--- src/rtl/program_loader_if.sv ---
// Purpose: bundles the loader's controller enables, UART RX/TX and program-memory write port.
// Latency: none; this is a plain signal bundle.
// Backpressure: TX uses valid/ready; RX bytes arrive as single-cycle pulses with no backpressure.
interface program_loader_if #(
  parameter int ADDR_WIDTH = 15
);
  logic                  transmit_0x99;
  logic                  program_data_size_wren;
  logic                  program_memory_wren;
  logic                  transmit_0xAA;
  logic                  rx_valid;
  logic [7:0]            rx_data;
  logic                  tx_ready;
  logic                  tx_valid;
  logic [7:0]            tx_data;
  logic [31:0]           program_data_size;
  logic                  pmem_we;
  logic [ADDR_WIDTH-1:0] pmem_addr;
  logic [31:0]           pmem_wdata;
  logic                  program_data_size_fetch_finished;
  logic                  program_data_fetch_finished;

  // Loader side
  modport slave (
    input  transmit_0x99, program_data_size_wren, program_memory_wren, transmit_0xAA,
    input  rx_valid, rx_data, tx_ready,
    output tx_valid, tx_data, program_data_size, pmem_we, pmem_addr, pmem_wdata,
    output program_data_size_fetch_finished, program_data_fetch_finished
  );

  // Controller / UART / memory side
  modport master (
    output transmit_0x99, program_data_size_wren, program_memory_wren, transmit_0xAA,
    output rx_valid, rx_data, tx_ready,
    input  tx_valid, tx_data, program_data_size, pmem_we, pmem_addr, pmem_wdata,
    input  program_data_size_fetch_finished, program_data_fetch_finished
  );
endinterface

--- src/rtl/program_loader.sv ---
// Purpose: boot download responder: sends 0x99, takes a 4-byte size, packs program bytes into words, sends 0xAA.
// Latency: TX valid and memory writes are registered, one cycle after the triggering sample.
// Backpressure: TX byte is held until tx_ready; RX bytes cannot be stalled and are dropped when not accepted.
module program_loader #(
  parameter int ADDR_WIDTH = 15
) (
  input  logic             clk,
  input  logic             reset_n,
  program_loader_if.slave  bus
);

  typedef enum logic [2:0] {
    S_IDLE,
    S_SEND_99,
    S_RECV_SIZE,
    S_LOAD,
    S_WAIT_AA,
    S_SEND_AA,
    S_DONE
  } state_t;

  state_t                r_state;
  state_t                w_state_nxt;

  logic                  r_tx_valid;
  logic [7:0]            r_tx_data;
  logic [31:0]           r_size;
  logic [2:0]            r_size_cnt;
  logic                  r_size_done;
  logic [31:0]           r_byte_cnt;
  logic [1:0]            r_lane;
  logic [31:0]           r_word;
  logic [ADDR_WIDTH-1:0] r_word_idx;
  logic                  r_pmem_we;
  logic [ADDR_WIDTH-1:0] r_pmem_addr;
  logic [31:0]           r_pmem_wdata;
  logic                  r_load_done;

  logic                  w_tx_hs;
  logic                  w_start_tx;
  logic                  w_size_full;
  logic                  w_size_acc;
  logic                  w_load_acc;
  logic                  w_zero_size;
  logic [31:0]           w_cnt_nxt;
  logic                  w_last;
  logic                  w_flush;
  logic [31:0]           w_word_nxt;

  assign w_tx_hs     = r_tx_valid && bus.tx_ready;
  assign w_start_tx  = ((r_state == S_IDLE) && bus.transmit_0x99) ||
                       ((r_state == S_WAIT_AA) && bus.transmit_0xAA);
  // Counter bit 2 marks all four size bytes taken; the state moves on one cycle later,
  // so a byte arriving right after the 4th size byte is still seen by RECV_SIZE and dropped.
  assign w_size_full = r_size_cnt[2];
  assign w_size_acc  = (r_state == S_RECV_SIZE) && bus.rx_valid &&
                       bus.program_data_size_wren && !w_size_full;
  assign w_zero_size = (r_state == S_LOAD) && (r_size == 32'd0);
  assign w_load_acc  = (r_state == S_LOAD) && bus.rx_valid &&
                       bus.program_memory_wren && (r_size != 32'd0);
  assign w_cnt_nxt   = r_byte_cnt + 32'd1;
  assign w_last      = (w_cnt_nxt == r_size);
  assign w_flush     = w_load_acc && ((r_lane == 2'd3) || w_last);
  // Lanes fill in order from a cleared word, so unfilled upper lanes stay zero.
  assign w_word_nxt  = r_word | ({24'd0, bus.rx_data} << {r_lane, 3'b000});

  // State register
  always_ff @(posedge clk) begin
    if (!reset_n) r_state <= S_IDLE;
    else          r_state <= w_state_nxt;
  end

  // Next-state decode
  always_comb begin
    w_state_nxt = r_state;
    case (r_state)
      S_IDLE:      if (bus.transmit_0x99) w_state_nxt = S_SEND_99;
      S_SEND_99:   if (w_tx_hs)           w_state_nxt = S_RECV_SIZE;
      S_RECV_SIZE: if (w_size_full)       w_state_nxt = S_LOAD;
      S_LOAD:      if (w_zero_size || (w_load_acc && w_last)) w_state_nxt = S_WAIT_AA;
      S_WAIT_AA:   if (bus.transmit_0xAA) w_state_nxt = S_SEND_AA;
      S_SEND_AA:   if (w_tx_hs)           w_state_nxt = S_DONE;
      S_DONE:      w_state_nxt = S_DONE;
      default:     w_state_nxt = S_IDLE;
    endcase
  end

  // TX byte offer: raised on request, held until accepted
  always_ff @(posedge clk) begin
    if (!reset_n) begin
      r_tx_valid <= 1'b0;
      r_tx_data  <= 8'h00;
    end else if (w_start_tx) begin
      r_tx_valid <= 1'b1;
      r_tx_data  <= (r_state == S_IDLE) ? 8'h99 : 8'hAA;
    end else if (w_tx_hs) begin
      r_tx_valid <= 1'b0;
    end
  end

  // Size assembly, little-endian, with sticky completion flag
  always_ff @(posedge clk) begin
    if (!reset_n) begin
      r_size      <= 32'd0;
      r_size_cnt  <= 3'd0;
      r_size_done <= 1'b0;
    end else if (w_size_acc) begin
      r_size[{r_size_cnt[1:0], 3'b000} +: 8] <= bus.rx_data;
      r_size_cnt <= r_size_cnt + 3'd1;
      if (r_size_cnt == 3'd3) r_size_done <= 1'b1;
    end
  end

  // Program byte packing and one-cycle memory write strobe
  always_ff @(posedge clk) begin
    if (!reset_n) begin
      r_byte_cnt   <= 32'd0;
      r_lane       <= 2'd0;
      r_word       <= 32'd0;
      r_word_idx   <= '0;
      r_pmem_we    <= 1'b0;
      r_pmem_addr  <= '0;
      r_pmem_wdata <= 32'd0;
      r_load_done  <= 1'b0;
    end else begin
      r_pmem_we <= 1'b0;
      if (w_load_acc) begin
        r_byte_cnt <= w_cnt_nxt;
        if (w_flush) begin
          r_pmem_we    <= 1'b1;
          r_pmem_addr  <= r_word_idx;
          r_pmem_wdata <= w_word_nxt;
          r_word       <= 32'd0;
          r_lane       <= 2'd0;
          r_word_idx   <= r_word_idx + {{(ADDR_WIDTH-1){1'b0}}, 1'b1};
        end else begin
          r_word <= w_word_nxt;
          r_lane <= r_lane + 2'd1;
        end
        if (w_last) r_load_done <= 1'b1;
      end
      if (w_zero_size) r_load_done <= 1'b1;
    end
  end

  assign bus.tx_valid                         = r_tx_valid;
  assign bus.tx_data                          = r_tx_data;
  assign bus.program_data_size                = r_size;
  assign bus.pmem_we                          = r_pmem_we;
  assign bus.pmem_addr                        = r_pmem_addr;
  assign bus.pmem_wdata                       = r_pmem_wdata;
  assign bus.program_data_size_fetch_finished = r_size_done;
  assign bus.program_data_fetch_finished      = r_load_done;

endmodule

--- src/flat_wrapper.sv ---
// flat-port wrapper written by rule: the top's interface ports become plain ports
module program_loader_flat 
#(
  parameter int ADDR_WIDTH = 15
)
  (clk, reset_n, bus_transmit_0x99, bus_program_data_size_wren, bus_program_memory_wren, bus_transmit_0xAA, bus_rx_valid, bus_rx_data, bus_tx_ready, bus_tx_valid, bus_tx_data, bus_program_data_size, bus_pmem_we, bus_pmem_addr, bus_pmem_wdata, bus_program_data_size_fetch_finished, bus_program_data_fetch_finished);
  program_loader_if #(.ADDR_WIDTH(ADDR_WIDTH)) bus_i ();
  input  logic clk;
  input  logic reset_n;
  input wire logic [$bits(bus_i.transmit_0x99)-1:0] bus_transmit_0x99;
  input wire logic [$bits(bus_i.program_data_size_wren)-1:0] bus_program_data_size_wren;
  input wire logic [$bits(bus_i.program_memory_wren)-1:0] bus_program_memory_wren;
  input wire logic [$bits(bus_i.transmit_0xAA)-1:0] bus_transmit_0xAA;
  input wire logic [$bits(bus_i.rx_valid)-1:0] bus_rx_valid;
  input wire logic [$bits(bus_i.rx_data)-1:0] bus_rx_data;
  input wire logic [$bits(bus_i.tx_ready)-1:0] bus_tx_ready;
  output wire logic [$bits(bus_i.tx_valid)-1:0] bus_tx_valid;
  output wire logic [$bits(bus_i.tx_data)-1:0] bus_tx_data;
  output wire logic [$bits(bus_i.program_data_size)-1:0] bus_program_data_size;
  output wire logic [$bits(bus_i.pmem_we)-1:0] bus_pmem_we;
  output wire logic [$bits(bus_i.pmem_addr)-1:0] bus_pmem_addr;
  output wire logic [$bits(bus_i.pmem_wdata)-1:0] bus_pmem_wdata;
  output wire logic [$bits(bus_i.program_data_size_fetch_finished)-1:0] bus_program_data_size_fetch_finished;
  output wire logic [$bits(bus_i.program_data_fetch_finished)-1:0] bus_program_data_fetch_finished;
  assign bus_i.transmit_0x99 = bus_transmit_0x99;
  assign bus_i.program_data_size_wren = bus_program_data_size_wren;
  assign bus_i.program_memory_wren = bus_program_memory_wren;
  assign bus_i.transmit_0xAA = bus_transmit_0xAA;
  assign bus_i.rx_valid = bus_rx_valid;
  assign bus_i.rx_data = bus_rx_data;
  assign bus_i.tx_ready = bus_tx_ready;
  assign bus_tx_valid = bus_i.tx_valid;
  assign bus_tx_data = bus_i.tx_data;
  assign bus_program_data_size = bus_i.program_data_size;
  assign bus_pmem_we = bus_i.pmem_we;
  assign bus_pmem_addr = bus_i.pmem_addr;
  assign bus_pmem_wdata = bus_i.pmem_wdata;
  assign bus_program_data_size_fetch_finished = bus_i.program_data_size_fetch_finished;
  assign bus_program_data_fetch_finished = bus_i.program_data_fetch_finished;
  program_loader #(.ADDR_WIDTH(ADDR_WIDTH)) u_core (.clk(clk), .reset_n(reset_n), .bus(bus_i));
endmodule
--- config.mk ---
export PLATFORM = sky130hd
export DESIGN_NAME = program_loader_flat
export DESIGN_NICKNAME = d
export VERILOG_FILES = /design/src/rtl/program_loader_if.sv /design/src/rtl/program_loader.sv /design/src/flat_wrapper.sv
export SDC_FILE = /design/constraint.sdc
export NUM_CORES = 1
export LEC_CHECK = 0
export CAP_MARGIN = 25
export CELL_PAD_IN_SITES_DETAIL_PLACEMENT = 1
export CELL_PAD_IN_SITES_GLOBAL_PLACEMENT = 2
export CORE_ASPECT_RATIO = 1.1
export CORE_MARGIN = 4
export CORE_UTILIZATION = 37
export CTS_BUF_LIST = sky130_fd_sc_hd__clkbuf_16
export DETAILED_ROUTE_END_ITERATION = 10
export DONT_BUFFER_PORTS = 1
export PLACE_DENSITY = 0.81
export SETUP_SLACK_MARGIN = 0.02
export SLEW_MARGIN = 20
export SYNTH_ARGS = -nofsm -noshare
export SYNTH_HDL_FRONTEND = slang
export SYNTH_SLANG_ARGS = --single-unit
export TNS_END_PERCENT = 5
--- constraint.sdc ---
create_clock -name clk -period 3.77 [get_ports clk]
set_input_delay 0.9425 -clock clk [delete_from_list [all_inputs] [get_ports clk]]
set_output_delay 0.9425 -clock clk [all_outputs]
set_load 0.005 [all_outputs]
==> results.cfg, run 1 <==
[synth]
yosys_warnings = 0
yosys_most_used_dff = dfxtp_1
syn_avg_cell_area_um2 = 8.03
ys_ff_latch = 173
ys_types = 61
synth-seq-area-share_pct = 43.3
syn_area_um2 = 8010
synth-async-reset-ratio_pct = 0
synthCells = 997
synth-edff-count = 0

[power_and_ir_drop]
worst_ir_drop_vdd_mv = 0.298
powerDensity_nw_per_um2 = 406
p_seq_share_pct = 50.8
internal-power_uw = 2770
clock_power_share_pct = 47.6
power.switching_uw = 852
p_sw_share_pct = 23.5
p_leak_uw = 0.00298
power_frac_comb_pct = 1.6

[place]
dp_hpwl_mm = 17.4
pre_cts_slack_ns = 0.251
io_buffers = 0
gp_congestion = 0.819

[global_route]
grt_pass1_vias = 7102
grt-ovfl-total = 0
antenna_found_initial = 0
grt_pass1_wl_mm = 39.6
grt_max_degree = 86
grt_usage_pct = 20.7

[routing]
viasPerCell = 5.41
drc = 0
wl_mm = 24.4
drt_iter0_drc = 247
vias = 6914
drtAntennaViolNets = 0
drt-wirelength-per-cell_um = 19.1
drt_first_pass_iters = 6

[floorplan]
die_y_um = 162
fp-row-count = 56
design.die.area_um2 = 24100
initial_core_util_pct = 37.6
core_um2 = 21300
num_io_pins = 107
fp.dieW_um = 148

[cells_and_area]
layout-area-overhead-vs-synth_pct = 11.3
final_util_pct = 41.8
final_common_cell = dfxtp_1
layout_common_cells = 173 x dfxtp_1, 137 x nor2_1, 134 x a21oi_1
drive_above_1_share_pct = 7.80
diodes = 0
nets = 1000

[clocking]
cts_buffer_depth = 2
root_buffer = clkbuf_16
clk_pin_slew_worst_paths_ns = 0.07
insertion_delay_ns = 0.44
cts_tree = done
cts.sinks = 173
htree_levels = 4
cts_inserted_buffers = 17
holdBufCountCts = 0

[timing]
fin_worst_skew_ns = 0.0200
period_needed_ns = 3.41
finalHoldViolCount = 0
clock.fmax_ghz = 0.293
post-route-period-util_pct = 90.5
fin_hold_ws_ns = 0.470
rsz0062_at_grt = false
final.setup.tns_ns = 0
postLayoutSetupSlackWorst_ns = 0.360
tightest_slew_ns = 0.984
slew_headroom_pct = 34.3
slew_violations = 0
setup_viol = 0

[setup_path]
cp-end-kind = flip-flop
critPathMostFrequentCell = buf_4
reg2reg_slack_ns = 0.36
rr_worst_depth = 12
crit_buf_inv = 2
cp-startpoint = u_core.r_byte_cnt[0]
path_class = reg2reg
r2r_start = u_core.r_byte_cnt[0]
regToRegEndpoint = u_core.bus.pmem_wdata[4]
worstPathCellList = ha_2 > nand4_4 > or3_1 > or4_1 > a22o_1 > nor4_2 > nand4_1 > buf_4 > nand2_2 > buf_4 > nor2_1 > a211oi_1
worstPathArrival_ns = 3.76
slowest_delay_ns = 0.51
crit_end = u_core.bus.pmem_wdata[4]
slowest_stage = or4_1
startpoint_type = flip-flop
cp.required_ns = 4.12
crit_family = simple AND/OR/NAND/NOR gates
path_max_fanout = 15
worst-path-stages = 12

[job]
drv_cap = 0

[run_status]
status = finished, final reports clean

[hold_path]
hp-start = u_core.r_word[25]
hold_path_class = reg2reg
## power by group through the flow
stage | clock network, µW | logic [µW] | registers, µW
after floorplan | 0 | 60.4 | 1880
after global routing | 1840 | 66.2 | 1840
final | 1720 | 58.4 | 1840
after detailed placement | 0 | 59.3 | 1880
after CTS | 1760 | 59.3 | 1840
after global placement | 0 | 58.8 | 1880
## through the flow
step           instances  power, µW  cell area (µm²)
4_1_cts             1276       3660             8890
3_3_place_gp        1244       1940             8330
3_5_place_dp        1244       1940             8330
5_1_grt             1277       3750             8910
6_report            1277       3620             8910
2_1_floorplan        998       1940             8010
## registers in the layout, summed over array words and instances, names as in the netlist
register / cells
u_core.bus.pmem_addr: 15
u_core.bus.pmem_wdata: 32
u_core.bus.pmem_we: 1
u_core.bus.program_data_fetch_finished: 1
u_core.bus.program_data_size: 32
u_core.bus.program_data_size_fetch_finished: 1
u_core.bus.tx_data: 3
u_core.bus.tx_valid: 1
u_core.r_byte_cnt: 32
u_core.r_lane: 2
u_core.r_size_cnt: 3
u_core.r_state: 3
u_core.r_word: 32
u_core.r_word_idx: 15
## layer usage
layer  part of all wire [%]  vias to the layer above  track usage [%]
met1                     44                     3377             26.2
li1                       -                     3390                -
met5                      0                        -                0
met3                    4.6                       33             5.02
met4                    2.2                        0             6.30
met2                     49                      114             35.1
## cell type report
cell class              instances  area (µm²)
clock buffers                  17         425
clock inverters                15         138
fillers                      2620       12400
inverters                      12        47.5
multi-input cells             737        4180
flip-flops and latches        173        3460
well taps                     290         363
repair buffers                 33         295
## cell usage after synthesis (2+ instances only)
cell type,n,area [µm²]
buf_4,8,60.1
nand4_1,14,87.6
o21ai_0,10,50.1
nor2b_1,6,37.5
buf_1,4,15.0
nand3_1,57,285
nor2_1,138,518
dfxtp_1,173,3460
and4b_1,2,20.0
ha_1,10,125
nand2b_1,10,62.6
a21boi_0,2,15.0
xnor2_1,46,403
and3b_1,2,17.5
or4_1,4,30.0
and3_1,5,31.3
and4_1,6,52.6
nor3b_1,2,15.0
inv_1,11,41.3
a22oi_1,2,15.0
clkbuf_1,47,176
nand2_1,116,435
buf_2,16,80.1
or3_1,11,68.8
xor2_1,30,263
nor3_1,21,105
nor4_1,12,75.1
o311ai_0,3,26.3
and2_1,13,81.3
nand4_2,2,25.0
a31oi_1,8,50.1
mux2i_1,8,80.1
a21oi_1,135,676
a211oi_1,36,270
## kinds of logic after synthesis
kind of cell	Yosys count	share of synthesized area [%]
compound gates	213	15.9
simple gates	428	25.1
buf+inv	88	4.84
fa+ha+maj	10	1.56
xor+xnor	76	8.31
other cells	1	0.0468
mux	8	1.00
flops	173	43.2
## how the worst min path moves through the flow
stage,end,slack [ns],cells after the start
2_1_floorplan,u_core.r_word[0],0.44,2
4_1_cts,u_core.r_word[30],0.47,2
5_1_grt,u_core.r_word[23],0.50,2
3_3_place_gp,u_core.r_word[2],0.45,2
3_5_place_dp,u_core.r_word[8],0.45,2
6_report,u_core.r_word[25],0.47,2
## worst reg2reg max path: stages (launching register included)
cell	delay (ns)
dfxtp_1	0.44
ha_2	0.30
nand4_4	0.17
or3_1	0.38
or4_1	0.51
a22o_1	0.20
nor4_2	0.20
nand4_1	0.19
buf_4	0.25
nand2_2	0.15
buf_4	0.23
nor2_1	0.06
a211oi_1	0.22
## timing repair
| item | in CTS | in global routing |
|---|---|---|
| setup buffers | 0 | 0 |
| setup endpoints to repair | 0 | 42 |
| resized for setup | 0 | 3 |
Power figures use the tool's default switching activity.
==> inputs of run 2 (changes only) <==
- CORE_UTILIZATION: 37 -> 39
- CTS_BUF_LIST: sky130_fd_sc_hd__clkbuf_16 -> sky130_fd_sc_hd__clkbuf_8
- PLACE_DENSITY: 0.81 -> 0.85
==> run 2 against run 1 <==
Against the previous run: worst hold slack better by 0.0050 ns; core utilization up 1.4 points; largest cell class unchanged; final cell count fell by 3.7%; clock skew shrank 0.0026 ns; sequential share of layout area up 1.2 points; combinational power grew 0.7%; critical path depth unchanged.
==> results.cfg, run 2 (synthesis results as in run 1) <==
[run_status]
status = finished, final reports clean

[clocking]
cts_tree = done
htree_levels = 4
clk_pin_slew_worst_paths_ns = 0.10
root_buffer = clkbuf_8
cts.sinks = 173
cts_inserted_buffers = 17
insertion_delay_ns = 0.46
postCtsSetupBuffers = 0
cts_buffer_depth = 2

[routing]
wl_mm = 24.3
viasPerCell = 5.57
drt-wirelength-per-cell_um = 19.8
drtAntennaViolNets = 0
drt_first_pass_iters = 4
drc = 0
drt_iter0_drc = 354
vias = 6850

[timing]
clock.fmax_ghz = 0.278
slew_violations = 0
period_needed_ns = 3.59
final.setup.tns_ns = 0
postLayoutSetupSlackWorst_ns = 0.175
fin_worst_skew_ns = 0.0174
post-route-period-util_pct = 95.3
rsz0062_at_grt = false
slew_headroom_pct = 37.2
finalHoldViolCount = 0
tightest_slew_ns = 0.934
setup_viol = 0

[setup_path]
worstPathArrival_ns = 3.98
cp-end-kind = flip-flop
path_max_fanout = 41
path_class = reg2reg
startpoint_type = flip-flop
cp.required_ns = 4.15

[global_route]
grt_usage_pct = 21.0
grt_pass1_vias = 6861
grt_max_degree = 84
grt-ovfl-total = 0
grt_pass1_wl_mm = 37.6
antenna_found_initial = 0

[floorplan]
num_io_pins = 107
core_um2 = 20000
die_y_um = 158
design.die.area_um2 = 22900
fp-row-count = 54
initial_core_util_pct = 40.0
fp.dieW_um = 145

[place]
pre_cts_slack_ns = 0.172
placed_area_um2 = 8200
io_buffers = 0
dp_hpwl_mm = 16.9
gp_congestion = 0.848

[power_and_ir_drop]
powerDensity_nw_per_um2 = 366
power_uw = 3170
worst_ir_drop_vdd_mv = 0.205
p_leak_uw = 0.00285

[job]
drv_cap = 0

[cells_and_area]
multi_input_area_um2 = 4180
diodes = 0
regArea_um2 = 3460
layout-area-overhead-vs-synth_pct = 7.97
fin_area_um2 = 8650
final_common_cell = dfxtp_1
layout_common_cells = 173 x dfxtp_1, 138 x nor2_1, 134 x a21oi_1
nFillCells = 2412
drive_above_1_share_pct = 7.06
nets = 991

[hold_path]
hold_path_class = reg2reg
run 2: cell count changes in the layout (fill, tap and decap cells not counted), moves of 2 or more:
| cell | delta |
|---|---|
| buf_4 | -9 |
| clkbuf_16 | -15 |
| buf_12 | -2 |
| clkinv_1 | -2 |
| clkbuf_8 | +22 |
| inv_8 | -2 |
run 2: critical path, cell delays in order (launching register included):
cell and delay [ns]:
dfxtp_1 0.50, nand4_1 0.13, buf_4 0.18, nor3_1 0.39, xor2_1 0.11, or4_1 0.44
a2111oi_0 0.52, nand4_1 0.25, buf_4 0.25, nand2_2 0.19, clkbuf_16 0.29, nor2_1 0.06
a211oi_1 0.19
run 2: where the power goes:
group / leakage [µW] / switching (µW) / internal (µW)
Combinational: 0.00126 / 42.1 / 16.7
Sequential: 0.00139 / 7.44 / 1830
Clock: 0.000198 / 714 / 555
Total: 0.00285 / 763 / 2400
run 2: worst paths after layout:
| kind | start | cells after the start | slack [ns] | endpoint |
|---|---|---|---|---|
| worst min-delay path | u_core.r_word[3] | 2 | 0.48 | u_core.r_word[3] |
| worst min register to register | u_core.r_word[3] | 2 | 0.48 | u_core.r_word[3] |
| worst max-delay path | u_core.r_byte_cnt[9] | 12 | 0.18 | u_core.bus.pmem_wdata[5] |
| worst max register to register | u_core.r_byte_cnt[9] | 12 | 0.18 | u_core.bus.pmem_wdata[5] |
run 2: metrics by stage:
stage	instances	utilization, %	hold WS, ns
after floorplan	998	-	0.438
after global placement	1196	41.0	0.447
after detailed placement	1196	41.0	0.457
after CTS	1228	42.9	0.481
after global routing	1230	43.2	0.501
final	1230	43.2	0.475
run 2: timing repair:
action	4_1_cts	5_1_grt
hold buffers	0	0
resized for setup	0	3
hold endpoints to repair	0	0
endpoints found under the setup margin	0	51
run 2: final cells by class:
type	instances	share of cell area (%)
multi-input combinational	737	48.3
sequential	173	40.1
tap	252	3.65
clock buffer	22	3.50
timing repair buffer	24	3.01
clock inverter	10	0.897
inverter	12	0.550
run 2: metal layers:
layer  part of all wire [%]  vias to the layer above  track usage, %  wire length (µm)
li1                       -                     3382               -                 -
met1                     43                     3354            25.4             10400
met2                     51                       95            37.0             12300
met3                    5.0                       19            5.05              1210
met4                    1.5                        0            6.18               355
met5                      0                        -               0                 0
